==> config.mk <==
export PLATFORM = sky130hd
export DESIGN_NAME = number_splitter
export DESIGN_NICKNAME = d
export VERILOG_FILES = /design/src/rtl/number_splitter_pkg.sv /design/src/rtl/number_splitter_div10_serial.sv /design/src/rtl/number_splitter.sv
export SDC_FILE = /design/constraint.sdc
export NUM_CORES = 1
export LEC_CHECK = 0
export CAP_MARGIN = 40
export CORE_MARGIN = 4
export CORE_UTILIZATION = 30
export DETAILED_ROUTE_END_ITERATION = 16
export DONT_BUFFER_PORTS = 1
export HOLD_SLACK_MARGIN = 0.15
export PLACE_DENSITY_LB_ADDON = 0.25
export SYNTH_ARGS = -nofsm -noshare
export SYNTH_HDL_FRONTEND = slang
export SYNTH_SLANG_ARGS = --single-unit
==> constraint.sdc <==
create_clock -name clk -period 3.95 [get_ports clk]
set_clock_uncertainty 0.05 [all_clocks]
set_input_delay 0.9875 -clock clk [delete_from_list [all_inputs] [get_ports clk]]
set_output_delay 0.9875 -clock clk [all_outputs]
set_load 0.01 [all_outputs]
==> src/rtl/number_splitter_pkg.sv <==
// ---------------------------------------------------------------------------
// number_splitter_pkg
// Shared definitions for the number splitter. The digit token encoding is the
// same one the keypad decoder and the number builder use, so tokens can be
// looped back between these blocks unchanged.
//
// Contents:
//   TOKEN_W        width of a digit token
//   TOK_0..TOK_9   digit token constants (value equals the digit)
//   splitState_t   splitter FSM states
//   digitToken()   maps a 0-9 digit to its token
// ---------------------------------------------------------------------------
package number_splitter_pkg;

  localparam int TOKEN_W = 4;

  localparam logic [TOKEN_W-1:0] TOK_0 = 4'd0;
  localparam logic [TOKEN_W-1:0] TOK_1 = 4'd1;
  localparam logic [TOKEN_W-1:0] TOK_2 = 4'd2;
  localparam logic [TOKEN_W-1:0] TOK_3 = 4'd3;
  localparam logic [TOKEN_W-1:0] TOK_4 = 4'd4;
  localparam logic [TOKEN_W-1:0] TOK_5 = 4'd5;
  localparam logic [TOKEN_W-1:0] TOK_6 = 4'd6;
  localparam logic [TOKEN_W-1:0] TOK_7 = 4'd7;
  localparam logic [TOKEN_W-1:0] TOK_8 = 4'd8;
  localparam logic [TOKEN_W-1:0] TOK_9 = 4'd9;

  typedef enum logic [2:0] {
    IDLE,
    DIVIDE,
    COMMIT,
    EMIT,
    FINISH
  } splitState_t;

  // Digit tokens are numerically equal to the digit they carry.
  function automatic logic [TOKEN_W-1:0] digitToken(input logic [3:0] digit);
    return TOKEN_W'(digit);
  endfunction

endpackage

==> src/rtl/number_splitter_div10_serial.sv <==
// ---------------------------------------------------------------------------
// number_splitter_div10_serial
// Restoring divider by the constant 10 that produces one quotient bit per
// clock, MSB first. A start strobe loads the dividend; the following WIDTH
// clocks each produce one quotient bit.
//
// Ports:
//   clk        system clock, rising edge
//   reset      asynchronous, active-high reset
//   start      load dividend and begin a new division
//   dividend   value to divide, sampled when start is high
//   quotient   dividend / 10, valid once the division has completed
//   remainder  dividend % 10, valid once the division has completed
//   done       high during the cycle whose clock edge computes the last
//              quotient bit, so the results are final the cycle after
// ---------------------------------------------------------------------------
module number_splitter_div10_serial #(
  parameter int WIDTH = 32
) (
  input  logic             clk,
  input  logic             reset,
  input  logic             start,
  input  logic [WIDTH-1:0] dividend,
  output logic [WIDTH-1:0] quotient,
  output logic [3:0]       remainder,
  output logic             done
);

  localparam int CNT_W = $clog2(WIDTH + 1);
  localparam logic [CNT_W-1:0] LAST_STEP = CNT_W'(WIDTH - 1);

  // work_q starts out holding the dividend; each step shifts one dividend
  // bit out of the top and one quotient bit in at the bottom, so after WIDTH
  // steps it holds the complete quotient.
  logic [WIDTH-1:0] work_q, work_d;
  logic [3:0]       rem_q, rem_d;
  logic [CNT_W-1:0] count_q, count_d;
  logic             active_q, active_d;
  logic [4:0]       trial;

  // One restoring step: bring down the next dividend bit beside the running
  // remainder (the fifth bit is the guard bit, since 2*9+1 = 19 needs five
  // bits). Subtract 10 only when it fits, and record that as the quotient bit.
  always_comb begin
    trial    = {rem_q, work_q[WIDTH-1]};
    work_d   = work_q;
    rem_d    = rem_q;
    count_d  = count_q;
    active_d = active_q;
    if (start) begin
      work_d   = dividend;
      rem_d    = '0;
      count_d  = '0;
      active_d = 1'b1;
    end else if (active_q) begin
      if (trial >= 5'd10) begin
        rem_d  = 4'(trial - 5'd10);
        work_d = {work_q[WIDTH-2:0], 1'b1};
      end else begin
        rem_d  = trial[3:0];
        work_d = {work_q[WIDTH-2:0], 1'b0};
      end
      count_d = count_q + 1'b1;
      if (count_q == LAST_STEP) begin
        active_d = 1'b0;
      end
    end
  end

  // Divider state registers.
  always_ff @(posedge clk or posedge reset) begin
    if (reset) begin
      work_q   <= '0;
      rem_q    <= '0;
      count_q  <= '0;
      active_q <= 1'b0;
    end else begin
      work_q   <= work_d;
      rem_q    <= rem_d;
      count_q  <= count_d;
      active_q <= active_d;
    end
  end

  assign quotient  = work_q;
  assign remainder = rem_q;
  assign done      = active_q && (count_q == LAST_STEP);

endmodule

==> src/rtl/number_splitter.sv <==
// ---------------------------------------------------------------------------
// number_splitter
// Converts an unsigned binary value into decimal digit tokens, emitted most
// significant digit first over a valid/ready handshake. Digits are produced
// least significant first by repeated division by 10, stored in a small
// buffer, then read back out in reverse.
//
// Ports:
//   clk          system clock, rising edge
//   reset        asynchronous, active-high reset
//   load         start strobe, only honoured while idle
//   value        number to split, captured on an accepted load
//   token        current digit token (0-9)
//   token_valid  token holds a valid digit
//   token_ready  consumer takes the token when token_valid && token_ready
//   busy         high in every state except IDLE
//   done         one-cycle pulse after the last token is accepted
//   digit_count  digit count of the current or last conversion
// ---------------------------------------------------------------------------
module number_splitter #(
  parameter int WIDTH      = 32,
  parameter int MAX_DIGITS = 10,
  parameter int TOKEN_W    = number_splitter_pkg::TOKEN_W
) (
  input  logic               clk,
  input  logic               reset,
  input  logic               load,
  input  logic [WIDTH-1:0]   value,
  output logic [TOKEN_W-1:0] token,
  output logic               token_valid,
  input  logic               token_ready,
  output logic               busy,
  output logic               done,
  output logic [3:0]         digit_count
);

  import number_splitter_pkg::*;

  localparam int PTR_W = $clog2(MAX_DIGITS + 1);

  splitState_t        state_q, state_d;
  logic [PTR_W-1:0]   ptr_q, ptr_d;
  logic [3:0]         digitCount_q, digitCount_d;
  logic [TOKEN_W-1:0] buffer_q [MAX_DIGITS];

  logic               divStart;
  logic [WIDTH-1:0]   divDividend;
  logic [WIDTH-1:0]   quotient;
  logic [3:0]         remainder;
  logic               divDone;
  logic               bufWrite;
  logic [PTR_W-1:0]   rdIdx;

  // The divider's shift register doubles as the working value N: it is
  // loaded with the input on load and reloaded with the quotient after each
  // committed digit, so no separate copy of N is kept here.
  number_splitter_div10_serial #(
    .WIDTH(WIDTH)
  ) u_div (
    .clk      (clk),
    .reset    (reset),
    .start    (divStart),
    .dividend (divDividend),
    .quotient (quotient),
    .remainder(remainder),
    .done     (divDone)
  );

  // Next-state logic. The divider is started on the same edge that enters
  // DIVIDE, which keeps each digit at exactly WIDTH divide cycles plus one
  // commit cycle. The pointer counts up while digits are collected and back
  // down while they are emitted, so the last digit found is sent first.
  always_comb begin
    state_d      = state_q;
    ptr_d        = ptr_q;
    digitCount_d = digitCount_q;
    divStart     = 1'b0;
    divDividend  = value;
    bufWrite     = 1'b0;
    case (state_q)
      IDLE: begin
        if (load) begin
          divStart     = 1'b1;
          divDividend  = value;
          ptr_d        = '0;
          digitCount_d = '0;
          state_d      = DIVIDE;
        end
      end
      DIVIDE: begin
        if (divDone) begin
          state_d = COMMIT;
        end
      end
      COMMIT: begin
        bufWrite = 1'b1;
        ptr_d    = ptr_q + 1'b1;
        if (quotient == '0) begin
          digitCount_d = 4'(ptr_q + 1'b1);
          state_d      = EMIT;
        end else begin
          divStart    = 1'b1;
          divDividend = quotient;
          state_d     = DIVIDE;
        end
      end
      EMIT: begin
        if (token_ready) begin
          ptr_d = ptr_q - 1'b1;
          if (ptr_q == PTR_W'(1)) begin
            state_d = FINISH;
          end
        end
      end
      FINISH: begin
        state_d = IDLE;
      end
      default: begin
        state_d = IDLE;
      end
    endcase
  end

  // State, pointer, digit count and digit buffer. Reset wipes everything so
  // that releasing reset can never resume an interrupted conversion.
  always_ff @(posedge clk or posedge reset) begin
    if (reset) begin
      state_q      <= IDLE;
      ptr_q        <= '0;
      digitCount_q <= '0;
      for (int i = 0; i < MAX_DIGITS; i++) begin
        buffer_q[i] <= TOK_0;
      end
    end else begin
      state_q      <= state_d;
      ptr_q        <= ptr_d;
      digitCount_q <= digitCount_d;
      if (bufWrite) begin
        buffer_q[ptr_q] <= digitToken(remainder);
      end
    end
  end

  // The presented token is read straight from the buffer, so it stays
  // stable for as long as the consumer stalls.
  assign rdIdx       = ptr_q - 1'b1;
  assign token       = (state_q == EMIT) ? buffer_q[rdIdx] : TOK_0;
  assign token_valid = (state_q == EMIT);
  assign busy        = (state_q != IDLE);
  assign done        = (state_q == FINISH);
  assign digit_count = digitCount_q;

  ptrBound: assert property (@(posedge clk) disable iff (reset)
                             ptr_q <= PTR_W'(MAX_DIGITS));

endmodule

; ---- Yosys cells after proc, flatten, opt, wreduce, memory -nomap -nowiden
; Cells that the tools add are included.
[word_totals]
reg_bits = 94
latch_bits = 0
ramBits = 0
romBits = 0
in_bits = 36
output_inout_bits = 11
wordCells = 86
n_memories = 0
[classes]
n_addsub = 4
n_mul = 0
div_mod_pow = 0
order_cmp = 4
n_eq_ne = 12
shifts = 0
mux = 35
n_bitwise = 2
reduce_logical = 12
[ops]
columns = op, n
row1 = two-way mux 32 bit, 4
row2 = bitwise mux 40 bit, 1
row3 = two-way mux 4 bit, 10
row4 = zero test 32 bit, 1
row5 = binary-select mux 4 bit (select 4 bit), 1
row6 = demux 4 bit (select 4 bit), 1
row7 = two-way mux 3 bit, 4
row8 = two-way mux 6 bit, 2
row9 = one-hot mux 3 bit (4 select lines), 1
row10 = one-hot mux 4 bit (3 select lines), 1
row11 = ">= comparator 5 bit, second input constant", 2
row12 = NOT 4 -> 5 bit, 2
row13 = one-hot mux 4 bit (2 select lines), 1
row14 = two-way mux 1 bit, 7
row15 = "adder 6 x 1 -> 6 bit, second input constant", 1
row16 = "equality test 3 x 2 -> 1 bit, second input constant", 2
row17 = "equality test 6 x 5 -> 1 bit, second input constant", 1
row18 = "inequality test 2 bit, second input constant", 3
row19 = AND reduction 3 bit, 2
row20 = nonzero test 3 bit, 2
row21 = ">= comparator 5 x 4 -> 1 bit, second input constant", 1
row22 = "less-than comparator 5 x 1 -> 1 bit, second input constant", 1
row23 = "adder 4 x 1 -> 4 bit, second input constant", 1
row24 = "equality test 4 x 1 -> 1 bit, second input constant", 1
row25 = other kinds (13), 16

; ---- Depth between registers and ports, before layout
[logic_depth]
depth_word = 6
depth_mapped = 10
ltp_nobuf = 7

; ---- By module
; Synthesis repeated with hierarchy kept, for this count alone.
[hier_totals]
cells_unflattened = 455
hier_area_um2 = 5210.0
[modules_own_cells]
columns = module, n_inst, cells_each, area_each_um2, seq_area_each_um2
row1 = number_splitter, 1, 258, 3164.3, 1276.2
row2 = number_splitter_div10_serial, 1, 197, 2045.7, 1076.0

; ---- Least setup slack after synthesis
; OpenSTA, ideal clock, no wires.
[synth_timing]
kind = reg-to-output
from = register ptr_q[0]
to = output port token[1]
arrival_ns = 2.182
required_ns = 2.913
setup_slack_ns = 0.730
path_stages_with_launch = 11
n_path_buf = 3
cell_sequence = dfrtp_1 > buf_4 > buf_2 > inv_1 > ha_1 > buf_1 > mux4_2 > nand2_1 > nand2_1 > o21ai_0 > nor2_1
[synth_via]
elab_chain_cells = 6
[synth_lines]
columns = element, line
row1 = from (decl), number_splitter.sv:42  ; logic [PTR_W-1:0] ptr_q, ptr_d;
row2 = from (signal assigned), number_splitter.sv:136  ; ptr_q <= ptr_d;
row3 = subtractor 4 x 1 -> 4 bit, number_splitter.sv:146  ; assign rdIdx = ptr_q - 1'b1;
row4 = NOT 4 -> 5 bit (not written as such), number_splitter.sv:147  ; assign token = (state_q == EMIT) ? buffer_q[rdIdx] : TOK_0;
row5 = binary-select mux 4 bit (select 4 bit), number_splitter.sv:147
row6 = two-way mux 4 bit (not written as such) (2 in a row), number_splitter.sv:147
row7 = two-way mux 4 bit, number_splitter.sv:147
row8 = to (decl), number_splitter.sv:29  ; output logic [TOKEN_W-1:0] token,
; Every way passes these cells. The select of a mux whose other input is x is not followed.

; ---- Worst setup path in the final report
[layout_timing]
from = register ptr_q[1]
to = output port token[0]
; The elaborated chain is that of the path after synthesis.

==> flow_summary.ini <==
[floorplanning]
initial_utilization_pct = 30.6
core_area_sq_um = 15200
std_cell_rows = 45
die_x_um = 133
die_height_um = 133
ioPinCount = 47
die_area_sq_um = 17600

[cts]
cts_setup_buffers = 0
ctsResizeCount = 0
numCtsBuffers = 9
cts_root_buffer = clkbuf_16
clk_latency_ns = 0.35
cts_tree = built
cts_buffer_depth = 2
clk_pin_slew_worst_paths_ns = 0.08
cts_sinks = 94
ctsHoldBuffers = 0
htree_levels = 3

[logic_synthesis]
yosysSeqAreaShare_pct = 50.5
synth_fa_ha_area_share_pct = 1.88
synthTopCellsByArea = dfrtp_1, nand2_1, mux2_2
synth.distinct_cells = 42
ys_warn_count = 0
synth.avg_cell_area_sq_um = 9.88
syn_area_sq_um = 4660
yosys.area.top_type = dfrtp_1
synth_compound_area_share_pct = 13.5
synth_xor_area_share_pct = 2.07
synth_cells = 471
synth_top_family_by_area = simple AND/OR/NAND/NOR gates
yosys.area_share.simple_pct = 16.6
synth.net_count = 514
netlist.area_leader.share_pct = 50.5
synth.area.mux_share_pct = 11.9
yosys_register_bits = 94

[global_routing]
grt.overflow.total = 0
antenna_found_initial = 0
grt_pass1_wl_um = 18600
grt_pass1_vias = 3440
grtUsageTotal_pct = 13.2
grt_max_degree = 60

[hold_path]
worstHoldPathType = reg -> reg

[critical_path]
crit_path_max_fanout = 5
cp-end-kind = primary output
startpoint_type = register
cp.required_ns = 2.91
arrival_ns = 2.24
worstSetupPathType = reg -> out

[cells_and_area]
fin_nets = 506
stdcell_area_sq_um = 5150
num_antenna_cells = 0
drive_gt1_share_pct = 13.2
num-fill-cells = 1569
area_growth_pct = 10.6
final-instance-count-excl-fill = 656

[timing]
maxSlewViolCount = 0
fmax_mhz = 305
setup_viol = 0
max_slew_margin_pct = 48.1
max_slew.worst_pin.slew_ns = 0.779
rsz0062_at_grt = no
fin_crit_sh_pct = 83.1
fin_crit_ns = 3.28
finalHoldViolations = 0
setup_tns_ns = 0

[power_and_ir_drop]
peakVddDrop_v = 0.000364
leakage_nw = 2.22
power.density_nw_per_um2 = 730

[route]
routed-via-count = 3474
drc = 0
postRouteAntennaNets = 0
wirelength_um = 11400
wire_per_inst_um = 17.5
viasPerCell = 5.30
firstDrtPassIters = 4
drtIter0Drc = 206

[placement]
dpl.hpwl_um = 8100
placed_cell_area_sq_um = 4820
portBuffers = 0
gp_congestion = 0.797
dp.cells = 640

[job]
drv_cap = 0

[outcome]
outcome = completed
==> worst paths after layout <==
| check | start | to | slack [ns] | cells past startpoint |
|---|---|---|---|---|
| worst max-delay path | ptr_q[1] | token[0] | 0.67 | 7 |
| worst min-delay path | buffer_q[28] | buffer_q[28] | 0.44 | 2 |
| worst max register to register | u_div.quotient[8] | u_div.quotient[31] | 1.23 | 7 |
| worst min register to register | buffer_q[28] | buffer_q[28] | 0.44 | 2 |
| max in group asynchronous | reset | buffer_q[2] | 2.48 | 2 |
| min in group asynchronous | reset | u_div.quotient[18] | 0.61 | 1 |
==> flip-flops by register name, summed over array words and instances (netlist names) <==
signal           count
buffer_q            40
digit_count          4
ptr_q                4
state_q              3
u_div.active_q       1
u_div.count_q        6
u_div.quotient      32
u_div.remainder      4
==> where the power goes <==
part,switching (mW),internal [mW]
sequential,0.331,1.26
combinational,0.712,0.500
clock,0.395,0.563
==> routing by layer <==
| layer | wire [um] | track usage [%] | share of wire (%) | vias up |
|---|---|---|---|---|
| met3 | 532 | 3.50 | 4.6 | 20 |
| met5 | 0 | 0 | 0 | - |
| li1 | - | - | - | 1644 |
| met2 | 5490 | 21.0 | 48 | 87 |
| met1 | 5240 | 17.6 | 46 | 1723 |
| met4 | 189 | 4.33 | 1.7 | 0 |
==> logic make-up after synthesis <==
family	count (synthesis)
AOI/OAI and AO/OA	111
xor gates and xnor gates	11
adders and majority gates	7
buffers and inverters	36
DFF	94
muxes	42
and+or+nand+nor	170
==> layout make-up <==
class	instances	area, sq um	area share [%]
timing repair buffer	8	60.1	1.17
inverter	9	36.3	0.705
multi-input combinational	341	2140	41.5
clock inverter	7	103	1.99
clock buffer	9	225	4.37
tap	188	235	4.57
sequential	94	2350	45.7
==> critical path, stage by stage (launching register included) <==
cell,delay (ns)
dfrtp_1,0.42
inv_1,0.11
ha_1,0.26
xnor2_1,0.36
nand2_1,0.17
o21ai_0,0.20
o21ai_0,0.12
nor2_1,0.25
==> cells in the final DEF (no fill, tap or decap), types with 2 or more instances in the layout <==
cell | Yosys | routed
a21oi_1 | 37 | 37
a31oi_1 | 34 | 34
buf_4 | 4 | 8
bufinv_16 | 0 | 2
clkbuf_16 | 0 | 9
dfrtp_1 | 94 | 94
ha_1 | 7 | 7
inv_1 | 8 | 7
inv_6 | 0 | 3
mux2_2 | 24 | 24
mux2i_1 | 9 | 9
mux4_2 | 8 | 8
nand2_1 | 113 | 113
nand2b_1 | 4 | 4
nand3_1 | 6 | 6
nand4_1 | 4 | 4
nor2_1 | 19 | 19
nor2b_1 | 2 | 2
nor3_1 | 3 | 3
nor3b_1 | 2 | 2
nor4_1 | 8 | 8
o21ai_0 | 31 | 31
o2bb2ai_1 | 3 | 3
xnor2_1 | 7 | 7
xor2_1 | 4 | 4
==> through the flow <==
step / setup slack, ns / hold slack, ns / util (%) / power [mW]
6_report: 0.669 / 0.436 / 33.9 / 3.76
5_1_grt: 0.452 / 0.464 / 33.9 / 4.02
4_1_cts: 0.671 / 0.442 / 33.9 / 3.79
3_5_place_dp: 1.06 / 0.426 / 31.7 / 2.82
3_3_place_gp: 1.15 / 0.417 / 31.7 / 2.77
2_1_floorplan: 0.464 / 0.395 / - / 2.51
==> synth_stat cells, drive strengths merged <==
cell	instances
nand4	4
o22a	1
dfrtp	94
clkinv	1
nor3	4
nor2	19
nand2	113
o22ai	1
nor4	9
nor3b	3
o21bai	1
xor2	4
nor2b	2
a22o	1
xnor2	7
nand2b	4
o2bb2ai	3
nand3	6
ha	7
mux4	8
a31oi	34
clkbuf	9
nor4bb	1
mux2	25
a32o	1
buf	18
mux2i	9
and2	2
o21ai	32
nand4b	1
a21oi	37
inv	8
nand3b	1
nor4b	1
Power figures use the tool's default switching activity.
==> RTL edit: new RTL, same settings <==
Put one more register stage on the output `digit_count`. The value now appears one clock later. The other outputs are not delayed to match.
--- a/src/rtl/number_splitter.sv
+++ b/src/rtl/number_splitter.sv
@@ -148,7 +148,9 @@
   assign token_valid = (state_q == EMIT);
   assign busy        = (state_q != IDLE);
   assign done        = (state_q == FINISH);
-  assign digit_count = digitCount_q;
+  always_ff @(posedge clk) begin
+    digit_count <= digitCount_q;
+  end
 
   ptrBound: assert property (@(posedge clk) disable iff (reset)
                              ptr_q <= PTR_W'(MAX_DIGITS));
Check against the original RTL: no difference found for any inputs over 10 cycles, from zero or initial values and one cycle with reset high; that may be too few to reach the edited logic, so the function may still have changed.
==> RTL edit against the original RTL <==
- sequential cell count is 4 higher
- clock power is 6% higher
- synthesized cell count is 8.7% lower
- wire length is 3.5% lower
- setup slack worse by 160 ps
- final area is 2.7% higher
- via count is 6.4% lower
- non-clock buffer count stayed put
- area after synthesis is 2.2% higher
- total power is 1.9% higher
- critical path depth is 1 lower
- count of clock-buffer cells in the layout is 1 higher
- critical endpoint unchanged
==> RTL edit: results (changes against the original RTL) <==
| Metric | Value |
|---|---|
| Reg with most FFs | buffer_q |
| Postcts setup bufs | 0 (unchanged) |
| Post-synth top cells | dfrtp_1, a21oi_1, mux2i_1 |
| Vias in the first global route | 3,277 (-4.7%) |
| Largest register FFs | 40 (unchanged) |
| Distinct cells, synth | 45 (+7.1%) |
| Via count | 3,251 (-6.4%) |
| Cells on Worst Hold Path | 0 (-2) |
| Syn_nets | 473 (-8.0%) |
| Status | complete, no violations |
| Root Buffer | clkbuf_16 |
| Ys Warns | 0 (unchanged) |
| Area contributors post-synth | dfrtp_1, mux2i_1, a21oi_1 |
| Rel. slew slack | 46.7% (-1.4 points) |
| Setup slack, reg-to-reg | 1550 ps (+320 ps) |
| Seq/Total Area, Yosys | 51.1% (+0.59 points) |
| Router iterations before antenna repair | 4 (unchanged) |
| Clk_lat worst skew | 350 ps (about the same) |
| Post-DP HPWL | 8.04 mm (-0.72%) |
| Worst ir drop on vdd | 0.260 mV (-29%) |
| All-Layer GR Usage | 12.9% (-0.35 points) |
| Worst R2R Path Depth | 6 (-1) |
| Type of the most critical hold path | register to register |
| Static Leak | 0.00223 uW (+0.40%) |
| Nets | 464 (-8.3%) |
| Async SR Flop Fraction | 95.9% (-4.1 points) |
| First-pass GRT wire length | 18.2 mm (-2.5%) |
| CP max FO | 11 (+6) |
| H-tree depth | 3 (unchanged) |
| Initial DRC count | 179 (-13%) |
| Clock Tree Buf Depth | 2 (unchanged) |
| Crit path DAT | 2400 ps (+160 ps) |
| Initial antenna violation count | 0 (unchanged) |
| DRT Wirelength | 11.1 mm (-3.5%) |
| CTS resizes | 0 (unchanged) |
| RePlAce Congestion | 0.787 (-1.2%) |
| Largest net degree at the start of global routing | 34 (-43%) |
| Final setup viols | 0 (unchanged) |
| Buffers on Ports | 0 (unchanged) |
| Layout cells sized above 1 | 14.1% (+0.84 points) |
[RTL edit: cell types whose count changed after synthesis, sizes merged, moves of 4 or more]
| cell | change |
|---|---|
| mux2i | +31 |
| dfxtp | +4 |
| a21oi | +29 |
| a31oi | -34 |
| mux2 | +8 |
| a22oi | +4 |
| o21ai | -11 |
| nand2 | -75 |
[RTL edit: kinds of logic after synthesis]
group,synth area share (%)
compound gates,11.7
xor+xnor,1.84
fa+ha+maj,1.84
buf+inv,3.92
flops,51.1
mux,20.0
simple gates,9.55
[RTL edit: area by class of cell]
type | instances | area [sq um]
clock buffers | 10 | 229
clock inverters | 6 | 113
fillers | 1535 | 10100
inverters | 10 | 38.8
multi-input cells | 294 | 2140
flip-flops and latches | 98 | 2430
well taps | 211 | 264
repair buffers | 8 | 72.6
[RTL edit: routing by layer]
layer | GRT usage, % | vias up | share of wire, %
met4 | 5.31 | 0 | 1.9
met1 | 17.4 | 1643 | 45
met5 | 0 | - | 0
met3 | 3.60 | 13 | 4.8
li1 | - | 1536 | -
met2 | 19.5 | 59 | 48
[RTL edit: path summary, 6_finish.rpt]
kind                               startpoint            endpoint
max reg2reg                u_div.quotient[31]      u_div.active_q
min                           digitCount_q[2]      digit_count[2]
max in group asynchronous               reset  u_div.quotient[29]
min in group asynchronous               reset    u_div.count_q[1]
max                                  ptr_q[1]            token[0]
min reg2reg                   digitCount_q[2]      digit_count[2]
[RTL edit: through the flow]
step	std cells	worst slack [ps]	cell area [sq um]	hold slack (ps)
final	637	514	5290	321
after global routing	637	320	5290	334
after CTS	637	478	5290	327
after detailed placement	621	868	4950	311
after global placement	620	961	4930	307
after floorplan	430	464	4760	297
[RTL edit: worst max-delay path: stages (launching register included)]
cell and delay, ps:
dfrtp_1 420, inv_1 120, ha_1 570, inv_1 120, nor3_1 370, nand2_1 100
a22oi_1 350
[RTL edit: report_power, final]
| group | leakage, uW | switching [uW] | internal, uW |
|---|---|---|---|
| clock network | 0.000167 | 384 | 622 |
| registers | 0.00123 | 320 | 1310 |
| logic | 0.000832 | 668 | 523 |
